<file path="src/rtl/debounce_sync.sv">
// Synchronises a raw asynchronous level, qualifies it as stable for STABLE_CYCLES
// samples and emits a clean registered level. Edge pulses enabled by DEBOUNCE_SYNC_EDGE_EN.
module debounce_sync #(
  parameter int STABLE_CYCLES = 16,
  parameter int SYNC_STAGES   = 2
) (
  input  logic clk,
  input  logic rst,
  input  logic din,
  output logic dout,
  output logic busy,
  output logic rise,
  output logic fall
);

  localparam int CW = $clog2(STABLE_CYCLES);
  localparam logic [CW-1:0] CNT_MAX = CW'(STABLE_CYCLES - 1);

  typedef enum logic [1:0] {
    IDLE_LOW  = 2'd0,
    WAIT_HIGH = 2'd1,
    IDLE_HIGH = 2'd2,
    WAIT_LOW  = 2'd3
  } state_t;

  // state_q is the bindable view of the FSM for checkers.
  state_t                 state_q, state_d;
  logic [CW-1:0]          cnt_q, cnt_d;
  logic [SYNC_STAGES-1:0] sync_q, sync_d;
  logic                   dout_q, dout_d;
  logic                   busy_q, busy_d;
  logic                   s;

  assign sync_d = {sync_q[SYNC_STAGES-2:0], din};
  assign s      = sync_q[SYNC_STAGES-1];

  always_comb begin
    state_d = state_q;
    cnt_d   = cnt_q;
    case (state_q)
      IDLE_LOW: begin
        if (s) begin
          state_d = WAIT_HIGH;
          cnt_d   = CW'(1);
        end
      end
      WAIT_HIGH: begin
        if (!s) begin
          state_d = IDLE_LOW;
          cnt_d   = '0;
        end else if (cnt_q == CNT_MAX) begin
          state_d = IDLE_HIGH;
          cnt_d   = '0;
        end else begin
          cnt_d = cnt_q + 1'b1;
        end
      end
      IDLE_HIGH: begin
        if (!s) begin
          state_d = WAIT_LOW;
          cnt_d   = CW'(1);
        end
      end
      WAIT_LOW: begin
        if (s) begin
          state_d = IDLE_HIGH;
          cnt_d   = '0;
        end else if (cnt_q == CNT_MAX) begin
          state_d = IDLE_LOW;
          cnt_d   = '0;
        end else begin
          cnt_d = cnt_q + 1'b1;
        end
      end
      default: begin
        state_d = IDLE_LOW;
        cnt_d   = '0;
      end
    endcase
  end

  // Outputs are decoded from the next state so they register on the same edge as the FSM.
  always_comb begin
    dout_d = (state_d == IDLE_HIGH) || (state_d == WAIT_LOW);
    busy_d = (state_d == WAIT_HIGH) || (state_d == WAIT_LOW);
  end

  always_ff @(posedge clk or negedge rst) begin
    if (!rst) begin
      state_q <= IDLE_LOW;
      cnt_q   <= '0;
      sync_q  <= '0;
      dout_q  <= 1'b0;
      busy_q  <= 1'b0;
    end else begin
      state_q <= state_d;
      cnt_q   <= cnt_d;
      sync_q  <= sync_d;
      dout_q  <= dout_d;
      busy_q  <= busy_d;
    end
  end

  assign dout = dout_q;
  assign busy = busy_q;

`ifdef DEBOUNCE_SYNC_EDGE_EN
  logic rise_q, rise_d;
  logic fall_q, fall_d;

  always_comb begin
    rise_d = dout_d & ~dout_q;
    fall_d = ~dout_d & dout_q;
  end

  always_ff @(posedge clk or negedge rst) begin
    if (!rst) begin
      rise_q <= 1'b0;
      fall_q <= 1'b0;
    end else begin
      rise_q <= rise_d;
      fall_q <= fall_d;
    end
  end

  assign rise = rise_q;
  assign fall = fall_q;
`else
  assign rise = 1'b0;
  assign fall = 1'b0;
`endif

endmodule

</file>
<file path="config.mk">
export PLATFORM = sky130hd
export DESIGN_NAME = debounce_sync
export DESIGN_NICKNAME = d
export VERILOG_FILES = /design/src/rtl/debounce_sync.sv
export SDC_FILE = /design/constraint.sdc
export NUM_CORES = 1
export LEC_CHECK = 0
export CORE_AREA = 3 3 40 42
export DETAILED_ROUTE_END_ITERATION = 16
export DIE_AREA = 0 0 43 45
export GPL_TIMING_DRIVEN = 0
export HOLD_SLACK_MARGIN = 0.02
export SETUP_SLACK_MARGIN = 0.4
export SLEW_MARGIN = 10
export SYNTH_ARGS = -nofsm -noshare
export SYNTH_HDL_FRONTEND = slang
export SYNTH_SLANG_ARGS = --single-unit
export TNS_END_PERCENT = 1
</file>
<file path="constraint.sdc">
create_clock -name clk -period 1.42 [get_ports clk]
set_input_delay 0.142 -clock clk [delete_from_list [all_inputs] [get_ports clk]]
set_output_delay 0.142 -clock clk [all_outputs]
set_load 0.02 [all_outputs]
</file>
# Word-level counts from Yosys, hierarchy flattened
# Cells that the tools add are included.
[totals] reg_bits=10 wordCells=32 output_inout_bits=4
[classes] add_sub_neg=1 reduce_logical=4 n_eq_ne=9 mux=13
[ops] op="2-to-1 mux 4 bit" count=5
[ops] op="one-hot mux 4 bit (4 select lines)" count=1
[ops] op="2-to-1 mux 2 bit" count=6
[ops] op="== test 2 bit (second input constant)" count=4
[ops] op="one-hot mux 2 bit (4 select lines)" count=1
[ops] op="adder 4 x 1 -> 4 bit (second input constant)" count=1
[ops] op="== test 2 x 1 -> 1 bit (second input constant)" count=2
[ops] op="== test 4 bit (second input constant)" count=1
[ops] op="!= test 2 bit (second input constant)" count=2
[ops] op="zero test 2 bit" count=1
[ops] op="logical OR 1 bit" count=2
[ops] op="AND reduction 2 bit" count=1

# Logic depth before layout (Yosys ltp)
[depth] word_depth=6 depth_mapped=4

# Least setup slack after synthesis
# Ideal clock, no wire load.
[synth_path] kind="flip-flop to flip-flop" from="reg cnt_q[0]" to="reg dout_q, in the netlist dout" arrival_ns=1.081 path_stages_with_launch=4 setup_slack_ns=0.214 path_cell_list="dfrtp_1 ha_1 nand4_1 mux2_2"
[synth_between] elab_chain_len=6 elab_cells_between_ends=9 classes_between="eq/ne: 3; mux: 5; reduce/logical: 1"
[synth_rtl] element="start, declared" line_no="28" source="logic [CW-1:0] cnt_q, cnt_d;"
[synth_rtl] element="start signal, assigned" line_no="97" source="cnt_q <= cnt_d;"
[synth_rtl] element="== test 4 bit (*)" line_no="51, 68"
[synth_rtl] element="2-to-1 mux 2 bit, on equally long branches" line_no="68, 51"
[synth_rtl] element="2-to-1 mux 2 bit, on equally long branches" line_no="65, 48"
[synth_rtl] element="one-hot mux 2 bit (4 select lines) (*)" line_no="40" source="case (state_q)"
[synth_rtl] element="== test 2 bit" line_no="84" source="dout_d = (state_d == IDLE_HIGH) || (state_d == WAIT_LOW);"
[synth_rtl] element="logical OR 1 bit (*)" line_no="84"
[synth_rtl] element="named net dout_d" line_no="30" source="logic dout_q, dout_d;"
[synth_rtl] element="end signal, assigned" line_no="99" source="dout_q <= dout_d;"
[synth_rtl] element="end, declared" line_no="30"
# The timed path passes the listed nets; every way through them passes the cells marked *.
# A chain may end at the register's enable or synchronous reset.

# Worst setup path in the final report
# Same ends and word-level chain as after synthesis.

==> flow_metrics.tcl <==
set metrics [dict create \
    grt_pass1_vias 287 \
    startpoint_type "flip-flop" \
    rsz0062_at_grt "true" \
    run_status "finished, final reports clean" \
    grt_pass1_wl_microns 1280 \
    syn_inst 36 \
    vias 320 \
    avgRoutedWirePerCell_microns 11.4 \
    hold_path.class "input pin to asynchronous set/reset pin" \
    end_kind "flip-flop" \
    chipWidth_microns 43 \
    first_iter_violations 12 \
    syn_area_sq_um 417 \
    die_area_sq_um 1940 \
    path_class "flip-flop to flip-flop" \
    worstPathArrival_ns 1.27 \
    num_antenna_cells 0 \
    track_usage_pct 9.58 \
    gp_congestion 0.796 \
    cts_hold_buffers 0 \
    io_buffers 4 \
    final.min_clock_period_ns 1.12 \
    synthArstFlopShare_pct 100 \
    clock_skew_ns 0.00149 \
    tns_ns 0 \
    cts_root_buffer "clkbuf_4" \
    antenna_found_initial 0 \
    setup_viol 0 \
    maxSlewViolCount 0 \
    fmaxAchievable_ghz 0.889 \
    cp_max_fo 5 \
    grt.overflow.total 0 \
    layout-area-overhead-vs-synth_pct 33.9 \
    final_layout_size_suffix_gt1_share_pct 35.4 \
    cts_inserted_buffers 3 \
    period_share_pct 79.2 \
    clkSinkCount 9 \
    initial_utilization_pct 32.4 \
    synth_edf_count 0 \
    htree_levels 1 \
    hpwl_microns 471 \
    clockBufferDepth 2 \
    final_cells 63 \
    grt_max_degree 11 \
    drc 0 \
    peakVddDrop_uv 591 \
    maxCapViolCount 0 \
    die_h_microns 45 \
    ys_seq_area_share_pct 54.1 \
    drt_pass1_iterations 4 \
    clk_latency_ns 0.26 \
    ys_ff_latch 9 \
    cp_data_required_time_ns 1.57 \
    ys.flop_type "dfrtp_1" \
    power-per-cell-area_nw_per_um2 1030 \
    syn_avg_cell_area_sq_um 11.6 \
    coreArea_sq_um 1280 \
    io_pins 7 \
    cts_tree "done" \
    power_leakage_uw 0.000248 \
    final_hold_viol_count 0 \
    yosysMostFrequentCell "dfrtp_1" \
    routed_wl_microns 717 \
    ys_warn_count 0 \
    synthTopCellsByCount "dfrtp_1 (9), buf_4 (3)" \
    nets 53 \
    power.total_uw 577 \
    clkSlewWorstSetupHoldPaths_ns 0.06 \
    synth_top_cell_by_area "dfrtp_1" \
    synth_cell_types 20 \
    num_rows 13 \
    via_per_inst 5.08 \
    synthDominantCellAreaShare_pct 54.1 \
    postRouteAntennaNets 0 \
    synthTopCellsByArea "dfrtp_1 (54%), buf_4 (5.4%), o311ai_1 (4.2%), and2_1 (3.0%), ha_1 (3.0%)" \
    place_inst 56 \
]
==> through the flow <==
| stage | setup WS (ns) | cell area [sq um] | utilization, % | hold WS, ns |
|---|---|---|---|---|
| after floorplan | 0.290 | 423 | - | -0.154 |
| after global placement | 0.224 | 482 | 37.5 | 0.334 |
| after detailed placement | 0.222 | 482 | 37.5 | 0.339 |
| after CTS | 0.289 | 537 | 41.8 | 0.178 |
| after global routing | 0.236 | 558 | 43.4 | 0.184 |
| final | 0.295 | 558 | 43.4 | 0.165 |
==> sequential cells by signal, indices dropped and copies added, names as in the netlist <==
register,flops
cnt_q,4
sync_q,2
busy,1
dout,1
state_q,1
==> cells in the final DEF (no fill, tap or decap), types with 2 or more instances in the layout <==
cell / n
buf_6: 2
dfrtp_1: 9
nand3_1: 2
and2_1: 2
inv_1: 2
buf_4: 5
clkdlybuf4s50_1: 2
clkbuf_4: 3
a21oi_1: 2
nand4_1: 2
conb_1: 2
==> kinds of logic after synthesis <==
kind of cell | Yosys count | share of synthesized area, %
simple gates | 10 | 15.3
other cells | 1 | 0.900
mux | 1 | 2.70
compound gates | 7 | 12.0
fa+ha+maj | 1 | 3.00
buf+inv | 6 | 9.91
flops | 9 | 54.1
xor+xnor | 1 | 2.10
==> report_power, final <==
part | internal (uW) | switching (uW) | total [uW] | leakage [uW]
Combinational | 47.8 | 43.3 | 91.2 | 0.000117
Sequential | 272 | 13.3 | 285 | 0.000113
Clock | 104 | 96.9 | 201 | 0.0000177
Total | 424 | 154 | 577 | 0.000248
==> critical path, cell delays in order, from the launching register on <==
cell and delay, ns:
dfrtp_1 0.41, ha_4 0.19, nand4_1 0.10, mux2_4 0.31
==> repair_timing <==
action / CTS / global route
buffers inserted: 2 / 1
pin swaps: 1 / 0
resized for setup: 5 / 4
setup endpoints to repair: 9 / 9
==> area by class of cell <==
| class | count | area (sq um) |
|---|---|---|
| fillers | 125 | 727 |
| flip-flops and latches | 9 | 225 |
| multi-input cells | 22 | 185 |
| repair buffers | 7 | 56.3 |
| plain buffers | 4 | 37.5 |
| clock buffers | 3 | 22.5 |
| well taps | 15 | 18.8 |
| inverters | 2 | 7.51 |
| clock inverters | 1 | 5.00 |
==> layer usage <==
layer,GRT usage (%),vias to the layer above,part of all wire (%)
met5,0,-,0
met4,9.04,0,4.3
met3,3.59,5,7.7
met1,12.1,153,40
met2,12.3,13,47
li1,-,149,-
==> worst paths after layout <==
path | from | endpoint | slack [ns] | depth (start not counted)
worst max-delay path | cnt_q[0]$_DFFE_PN0P_ | dout$_DFF_PN0_ | 0.30 | 3
worst min-delay path | rst | cnt_q[0]$_DFFE_PN0P_ | 0.17 | 1
worst max register to register | cnt_q[0]$_DFFE_PN0P_ | dout$_DFF_PN0_ | 0.30 | 3
worst min register to register | sync_q[0]$_DFF_PN0_ | sync_q[1]$_DFF_PN0_ | 0.35 | 0
max in group asynchronous | rst | busy$_DFF_PN0_ | 0.98 | 1
min in group clk | din | sync_q[0]$_DFF_PN0_ | 0.32 | 1
No activity file was read; power rests on OpenSTA's default activity.
